===== config.mk =====
export PLATFORM = sky130hd
export DESIGN_NAME = truth_table_exerciser
export DESIGN_NICKNAME = d
export VERILOG_FILES = /design/src/rtl/truth_table_exerciser.sv
export SDC_FILE = /design/constraint.sdc
export NUM_CORES = 1
export LEC_CHECK = 0
export ABC_AREA = 1
export CAP_MARGIN = 5
export CELL_PAD_IN_SITES_DETAIL_PLACEMENT = 0
export CELL_PAD_IN_SITES_GLOBAL_PLACEMENT = 2
export CORE_MARGIN = 2
export CORE_UTILIZATION = 28
export CTS_CLUSTER_DIAMETER = 120
export DETAILED_ROUTE_END_ITERATION = 10
export PLACE_DENSITY = 0.79
export SLEW_MARGIN = 20
export SYNTH_ARGS = -nofsm -noshare
export SYNTH_HDL_FRONTEND = slang
export SYNTH_SLANG_ARGS = --single-unit

===== constraint.sdc =====
create_clock -name clk -period 1.86 [get_ports clk]
set_clock_uncertainty 0.15 [all_clocks]
set_input_delay 0.186 -clock clk [delete_from_list [all_inputs] [get_ports clk]]
set_output_delay 0.186 -clock clk [all_outputs]
set_load 0.05 [all_outputs]

===== src/rtl/truth_table_exerciser.sv =====
// Self-test sequencer/checker for the 3-input block F = A&~B | B&C: walks abc 0..7 and
// compares three DUT outputs to a golden table. Optional EXERCISER_STEP_EN adds manual stepping.
module truth_table_exerciser #(
  parameter int SETTLE_CYCLES = 2,
  parameter bit STOP_ON_FAIL  = 1
) (
  input  logic       clk,
  input  logic       rst,
  input  logic       start,
  input  logic       step,
  input  logic       f_struct_in,
  input  logic       f_func_in,
  input  logic       f_behav_in,
  output logic [2:0] abc_out,
  output logic       busy,
  output logic       done,
  output logic       pass,
  output logic       fail,
  output logic [2:0] fail_vector,
  output logic [2:0] fail_mask
);
  typedef enum logic [2:0] {
    IDLE,
    SETTLE,
    CHECK,
    DONE,
`ifdef EXERCISER_STEP_EN
    STEP_WAIT,
`endif
    FAIL
  } state_t;

  localparam logic [7:0] GOLDEN      = 8'hB8;
  localparam logic [3:0] SETTLE_LAST = 4'(SETTLE_CYCLES - 1);

  state_t     state, next;
  logic [3:0] cnt;
  logic [2:0] m;
  logic       golden_bit;
  logic       restart;

  assign golden_bit = GOLDEN[abc_out];
  assign m          = {f_struct_in, f_func_in, f_behav_in} ^ {3{golden_bit}};
  assign restart    = start && (state == IDLE || state == DONE || state == FAIL);

  always_comb begin
    next = state;
    case (state)
      IDLE, DONE, FAIL: if (start) next = SETTLE;
      SETTLE:           if (cnt == SETTLE_LAST) next = CHECK;
      CHECK: begin
        if (m != 3'b000 && STOP_ON_FAIL)
          next = FAIL;
        else if (abc_out == 3'd7)
          next = DONE;
        else
`ifdef EXERCISER_STEP_EN
          next = STEP_WAIT;
`else
          next = SETTLE;
`endif
      end
`ifdef EXERCISER_STEP_EN
      STEP_WAIT:        if (step) next = SETTLE;
`endif
      default:          next = IDLE;
    endcase
  end

  always_ff @(posedge clk) begin
    if (rst) begin
      state       <= IDLE;
      cnt         <= '0;
      abc_out     <= '0;
      busy        <= 1'b0;
      done        <= 1'b0;
      pass        <= 1'b0;
      fail        <= 1'b0;
      fail_vector <= '0;
      fail_mask   <= '0;
    end else begin
      state <= next;
      if (restart) begin
        cnt         <= '0;
        abc_out     <= '0;
        busy        <= 1'b1;
        done        <= 1'b0;
        pass        <= 1'b0;
        fail        <= 1'b0;
        fail_vector <= '0;
        fail_mask   <= '0;
      end else begin
        case (state)
          SETTLE: cnt <= cnt + 4'd1;
          CHECK: begin
            cnt <= '0;
            // Only the first mismatching vector is recorded; the mask keeps accumulating.
            if (m != 3'b000 && !fail) fail_vector <= abc_out;
            fail_mask <= fail_mask | m;
            fail      <= fail | (m != 3'b000);
            if (next == DONE || next == FAIL) busy <= 1'b0;
            else if (next == SETTLE) abc_out <= abc_out + 3'd1;
          end
`ifdef EXERCISER_STEP_EN
          STEP_WAIT: if (step) abc_out <= abc_out + 3'd1;
`endif
          DONE: begin
            done <= 1'b1;
            pass <= ~fail;
          end
          FAIL: begin
            done <= 1'b1;
            pass <= 1'b0;
            fail <= 1'b1;
          end
          default: ;
        endcase
      end
    end
  end
endmodule


# Word-level counts from Yosys, hierarchy flattened

Memory sizes are Yosys's and may differ from the RTL's. A register that Yosys moved wholly into a read port is not among the register bits.
Cells that the tools add are included.

Bits of input ports: 7
Memory bits (read-only): 8
Flip-flop bits (word level): 20
Output and inout port bits: 13
Memories: 1

Memory list:

| name             | depth | width | rd ports | clocked after memory_dff | write ports | line | RTL |
|---|---|---|---|---|---|---|---|
| (name not given) | 8     | 1     | 1        | 1                        | 0           | 42   | `assign golden_bit = GOLDEN[abc_out];` |

Order comparisons: 1
Equality and inequality tests: 9
Muxes and demuxes: 14
Bitwise operators: 5
Add/sub/neg operators: 2
Reduce and logical (&&, ||, !) cells: 19

Operator list:

| kind                | count |
|---|---|
| $mux 3              | 5 |
| $reduce_bool 2->1   | 5 |
| $eq 3x2->1 const B  | 3 |
| $eq 3x3->1 const B  | 3 |
| $pmux 3 s3          | 1 |
| $pmux 4 s2          | 1 |
| $eq 3x1->1 const B  | 2 |
| $add 4x1->4 const B | 1 |
| $eq 4x1->1 const B  | 1 |
| $lt 3x4->1 const B  | 1 |
| $mux 1              | 4 |
| $pmux 1 s2          | 2 |
| $reduce_and 2->1    | 2 |
| $reduce_or 2->1     | 2 |
| $add 3x1->3 const B | 1 |
| $logic_not 3->1     | 1 |
| $logic_or 1x1->1    | 3 |
| $or 3x3->3          | 1 |
| $reduce_and 3->1    | 1 |
| $reduce_bool 3->1   | 1 |
| $reduce_or 3->1     | 1 |
| $xor 3x3->3         | 1 |
| $logic_and 1x1->1   | 2 |
| $mux 2              | 1 |
| other kinds (3)     | 4 |

# Logic depth before layout (Yosys ltp)

Gate-level depths: netlist of run 1.

Depth after elaboration: 12
Mapped depth: 12
Mapped depth without buffers: 12

# Worst setup path after synthesis of run 1

No wires, ideal clock.

Path type: register to register
From: reg abc_out[1]
To: reg golden_bit (netlist name)
Data required time: 1598 ps
Path slack: 48 ps
Setup time: 112 ps
Period minus slack after synthesis: 1812 ps
Arrival time: 1550 ps
Cell stages (with the launch flop): 10
Cell sequence: dfxtp_1 ha_1 ha_1 nand4_1 nand3_2 nor2_4 nor2_1 nor2_2 nand2_1 nand2_1

RTL lines:

| item                   | line | RTL |
|---|---|---|
| start, declared        | 14   | `output logic [2:0] abc_out,` |
| start signal, assigned | 102  | `else if (next == SETTLE) abc_out <= abc_out + 3'd1;` |

# Worst setup path after layout of run 1

From: reg fail_mask[2]
To: out fail_mask[2]

RTL lines:

| item                   | line | RTL |
|---|---|---|
| start, declared        | 20   | `output logic [2:0] fail_mask` |
| start signal, assigned | 99   | `fail_mask <= fail_mask \| m;` |

No word-level cell between the ends.

==> results of run 1 <==
==> Yosys cell counts (all sizes together) <==
cell type	n	area [sq um]
inv	24	90.1
a21oi	9	45.0
ha	4	50.1
buf	1	5.00
a31oi	4	25.0
o22ai	2	12.5
o21ai	4	20.0
xnor2	1	8.76
nand2	38	143
nand3	16	95.1
nor3	1	16.3
o21bai	1	7.51
nand4	1	6.26
a211oi	1	7.51
nor2	16	97.6
dfxtp	21	420
==> worst paths after layout <==
path,endpoint,slack [ps],cells after the start
worst max-delay path,fail_mask[2],110,1
worst min-delay path,fail_vector[0],310,2
worst max register to register,golden_bit,150,12
worst min register to register,fail_vector[0],310,2
==> area by class of cell <==
type                    count  area [sq um]  share of cell area, %
flip-flops and latches     21           425                   30.1
inverters                  24          90.1                   6.37
multi-input cells          98           539                   38.1
clock buffers               4          45.0                   3.18
repair buffers             29           255                   18.0
well taps                  48          60.1                   4.24
==> flip-flops by register name (all words and copies together) (netlist names) <==
name	count
cnt	4
fail	1
state	3
done	1
golden_bit	1
pass	1
busy	1
fail_vector	3
abc_out	3
fail_mask	3
==> per-layer routing <==
| layer | share of wire [%] | vias to the layer above | track usage, % | wire (microns) |
|---|---|---|---|---|
| met1 | 51 | 422 | 16.0 | 1140 |
| li1 | - | 527 | - | - |
| met5 | 0 | - | 0 | 0 |
| met4 | 1.7 | 0 | 5.47 | 39 |
| met3 | 2.9 | 5 | 2.05 | 64 |
| met2 | 44 | 14 | 19.4 | 984 |
==> kinds of logic (layout without fill, tap and decap cells) <==
family | count (synthesis) | count (layout) | share of synthesized area (%)
XOR/XNOR | 1 | 1 | 0.834
flip-flops | 21 | 21 | 40.0
AND/OR/NAND/NOR | 72 | 72 | 34.1
adder cells (fa/ha/maj) | 4 | 4 | 4.77
buffers and inverters | 25 | 57 | 9.06
AO/OA/AOI/OAI | 21 | 21 | 11.2
==> where the power goes <==
| part | switching [W] | internal [W] | leakage, nW |
|---|---|---|---|
| clock | 0.000154 | 0.000153 | 0.0228 |
| combinational | 0.0000924 | 0.0000594 | 0.420 |
| sequential | 0.0000117 | 0.000461 | 0.172 |
==> metrics by stage <==
stage / instances / utilization, % / power (W)
5_1_grt: 224 / 38.9 / 0.000986
6_report: 224 / 38.9 / 0.000931
3_5_place_dp: 219 / 37.2 / 0.000634
2_1_floorplan: 144 / - / 0.000580
3_3_place_gp: 219 / 37.2 / 0.000631
4_1_cts: 223 / 38.5 / 0.000943
==> timing repair <==
item                       in CTS  in global routing
buffers inserted                0                  1
hold endpoints to repair        0                  0
gates resized for setup         0                  6
setup endpoints to repair       0                  2
==> cell usage in the layout (no fill, tap or decap) <==
cell type and n:
nor2_1 9, clkbuf_1 1, o21ai_1 1, buf_4 14, nand2_1 38, nand4_1 1
inv_1 23, a31oi_1 4, clkdlybuf4s50_1 15, dfxtp_2 4, dfxtp_1 17, ha_1 4
clkbuf_8 3, o22ai_1 2, nor2_4 4, o21bai_1 1, nor2_2 3, a21oi_1 9
inv_2 1, nand3_2 4, nor3_4 1, nand3_1 12, a211oi_1 1, xnor2_1 1
o21ai_0 3
==> results.yml, run 1 <==
routing:
  route.vias.total: 968
  drcViolationCount: 0
  ant_nets: 0
  wire_per_inst_microns: 9.96
  via_per_inst: 4.32
  drtIter0Drc: 34
  wirelength_mm: 2.23
  drt-pass1-iter-count: 4
status:
  status: "finished, final reports clean"
grt:
  grt_pass1_vias: 932
  grt_usage_pct: 12.1
  grt_remaining_overflow: 0
  grt_pass1_wl_mm: 4.03
  antenna_found_initial: 0
  grt_max_degree: 12
power_and_ir_drop:
  powerDensity_nw_per_um2: 658
  p_leak_nw: 0.614
  peakVddDrop_uv: 246
layout:
  fillers: 389
  syn2layout_area_growth_pct: 34.8
  final_layout_size_suffix_gt1_share_pct: 19.3
  final_area_sq_um: 1420
  n_antenna_cell: 0
  fin_nets: 188
worst_hold_path:
  hold_start: "fail_vector[0]"
  hold_class: "reg2reg"
synth:
  syn_nets: 155
  ys_ff_latch: 21
  synthCells: 144
  yosys_warnings: 0
  syn_area_sq_um: 1050
  ys_types: 20
  yosysSeqAreaShare_pct: 40.0
  avgSynthCellArea_sq_um: 7.29
clock_tree:
  clock_latency_ps: 260
  clkTransAtPathRegs_ps: 80
  root_buffer: "clkbuf_8"
  tritoncts: "yes"
  clockBufferDepth: 2
  clock-sinks: 21
  ctsHoldBuffers: 0
  cts_htree_levels: 1
  cts_buffers: 3
sta:
  hold_viol: 0
  fin_crit_sh_pct: 94.1
  setup_viol: 0
  slew_viol_final: 0
  hold-worst-slack_ps: 310
  min_period_ps: 1750
  relSlewSlack_pct: 66.3
  rsz0062_at_grt: "no"
  worst_slack_ps: 110
  max_freq_ghz: 0.571
  worstMarginPinSlew_ps: 503
  tns_ps: 0
placement:
  hpwl_mm: 1.77
  place_ws_ps: -26.5
  gp_congestion: 0.750
  port_buffers: 18
  place_area_sq_um: 1350
floorplan:
  die_h_microns: 65.2
  die_w_microns: 65.2
  initial_utilization_pct: 28.9
  num_rows: 22
  io_pins: 20
  core_area_sq_um: 3630
  dieArea_sq_um: 4250
setup_path:
  cp_num_buf_inv: 1
  end_kind: "output pin"
  r2r_start: "cnt[1]"
  cp_cell_sequence: "clkdlybuf4s50_1"
  cp_max_fo: 2
  critPathTopFamily: "buffers and inverters"
  crit_type: "reg2out"
  cp.required_ps: 1520
  cp_slowest_cell: "clkdlybuf4s50_1"
  critical_path.startpoint: "fail_mask[2]"
  cp.arrival_ps: 1410
  startpoint_type: "flop"
  max_stage_delay_ps: 810
flow_run:
  cap_violations: 0
No activity file was read; power rests on OpenSTA's default activity.
==> run 2, diff against run 1 <==
==> constraint.sdc (replaced) <==
create_clock -name clk -period 1.9 [get_ports clk]
set_clock_uncertainty 0.15 [all_clocks]
set_input_delay 0.19 -clock clk [delete_from_list [all_inputs] [get_ports clk]]
set_output_delay 0.19 -clock clk [all_outputs]
set_load 0.05 [all_outputs]
==> run 2 against run 1 <==
Against the previous run:
- final area is 3.0% lower
- die area unchanged
- final cell count decreased by 2.2%
- largest power group unchanged
- largest cell class unchanged
- non-clock buffer count fell by 5
- critical path depth unchanged
- highest routed layer unchanged
- core utilization shrank 1.2 points
- worst hold slack better by 1.1 ps
==> results.yml, run 2 (synthesis gave the netlist of run 1 again) <==
sta:
  max_freq_ghz: 0.568
  min_period_ps: 1760
  fin_crit_sh_pct: 92.7
  slew_viol_final: 0
  setup_viol: 0
  relSlewSlack_pct: 67.0
  hold_viol: 0
  worstMarginPinSlew_ps: 494
floorplan:
  die_w_microns: 65.2
  core_area_sq_um: 3630
  num_rows: 22
  io_pins: 20
  die_h_microns: 65.2
  dieArea_sq_um: 4250
  initial_utilization_pct: 28.9
grt:
  grt_usage_pct: 11.6
  grt_pass1_wl_mm: 3.88
  grt_pass1_vias: 923
  antenna_found_initial: 0
  grt_remaining_overflow: 0
  grt_max_degree: 14
setup_path:
  cp.required_ps: 1560
  crit_type: "reg2out"
  r2r-end: "golden_bit"
  max_stage_delay_ps: 810
  startpoint_type: "flop"
  r2r_start: "cnt[1]"
  cp_max_fo: 2
  rr_worst_depth: 12
  cp_cell_sequence: "clkdlybuf4s50_1"
  end_kind: "output pin"
  cp.arrival_ps: 1420
  cp_num_buf_inv: 1
  critPathTopFamily: "buffers and inverters"
  rrSetupSlack_ps: 170
  cp_slowest_cell: "clkdlybuf4s50_1"
worst_hold_path:
  hold_start: "fail_vector[1]"
  whs_path_depth: 2
  hold_class: "reg2reg"
  hold_end: "fail_vector[1]"
power_and_ir_drop:
  intPower_w: 0.000653
  p_seq_share_pct: 50.7
  p_leak_nw: 0.587
  clkPwrFrac_pct: 33.6
  p_sw_share_pct: 28.4
  combPwrFrac_pct: 15.7
  p_sw_w: 0.000258
  peakVddDrop_uv: 252
  powerDensity_nw_per_um2: 664
layout:
  largest_register_ffs: 4
  multi_input_area_sq_um: 534
  n_antenna_cell: 0
  fillers: 392
  syn2layout_area_growth_pct: 30.8
  final_cells: 219
  layout_common_cells: "nand2_1 (38), inv_1 (23), dfxtp_1 (20)"
  utilization_pct: 37.8
  regMostFlops: "cnt"
  final_common_cell: "nand2_1"
  register_area_sq_um: 422
  final_layout_size_suffix_gt1_share_pct: 15.2
  fin_nets: 183
placement:
  hpwl_mm: 1.71
  port_buffers: 18
  gp_congestion: 0.814
  post-place-cells: 214
clock_tree:
  tritoncts: "yes"
  cts_htree_levels: 1
  clock-sinks: 21
  cts_buffers: 3
  clkTransAtPathRegs_ps: 90
  clockBufferDepth: 2
  root_buffer: "clkbuf_8"
  ctsHoldBuffers: 0
  clock_latency_ps: 260
routing:
  route.vias.total: 960
  wirelength_mm: 2.20
  wire_per_inst_microns: 10.0
  via_per_inst: 4.38
  drtIter0Drc: 48
  drt-pass1-iter-count: 4
  ant_nets: 0
  drcViolationCount: 0
flow_run:
  cap_violations: 0
status:
  status: "finished, final reports clean"
[run 2: metal layers]
layer,vias to the layer above,track usage [%],routed length [microns]
li1,513,-,-
met3,2,2.57,54
met2,13,20.0,1040
met4,0,3.65,8
met1,432,14.2,1100
met5,-,0,0
[run 2: power groups by stage]
| stage | sequential, W | clock (W) | combinational (W) |
|---|---|---|---|
| global placement | 0.000472 | 0 | 0.000142 |
| CTS | 0.000462 | 0.000318 | 0.000143 |
| detailed placement | 0.000473 | 0 | 0.000143 |
| global route | 0.000464 | 0.000332 | 0.000163 |
| finish | 0.000462 | 0.000306 | 0.000143 |
| floorplan | 0.000485 | 0 | 0.0000827 |
[run 2: layout make-up]
type / instances / share of cell area (%)
tap: 48 / 4.38
sequential: 21 / 30.7
clock inverter: 1 / 0.547
clock buffer: 3 / 3.01
inverter: 24 / 6.56
timing repair buffer: 24 / 15.9
multi-input combinational: 98 / 38.9
[run 2: stage by stage]
stage / setup WS [ps] / setup TNS (ps) / cell area, sq um / power (W) / hold WS, ps
after floorplan: 88.1 / 0 / 1050 / 0.000568 / 109
after global placement: 25.1 / 0 / 1320 / 0.000614 / 298
after detailed placement: 17.2 / 0 / 1320 / 0.000616 / 301
after CTS: 128 / 0 / 1360 / 0.000923 / 315
after global routing: -9.85 / -9.85 / 1370 / 0.000959 / 338
final: 139 / 0 / 1370 / 0.000911 / 311
[run 2: what timing repair did]
item	4_1_cts	5_1_grt
buffers inserted	0	1
endpoints found under the setup margin	0	1
resized for setup	0	1
[run 2: how the worst max path moves through the flow]
stage / startpoint / endpoint / slack [ps] / cells after the start
after floorplan: abc_out[1] / golden_bit / 90 / 9
after global placement: f_func_in / golden_bit / 30 / 10
after detailed placement: f_func_in / golden_bit / 20 / 12
after CTS: fail_mask[0] / fail_mask[0] / 130 / 1
after global routing: cnt[1] / golden_bit / -10 / 12
final: fail_mask[0] / fail_mask[0] / 140 / 1
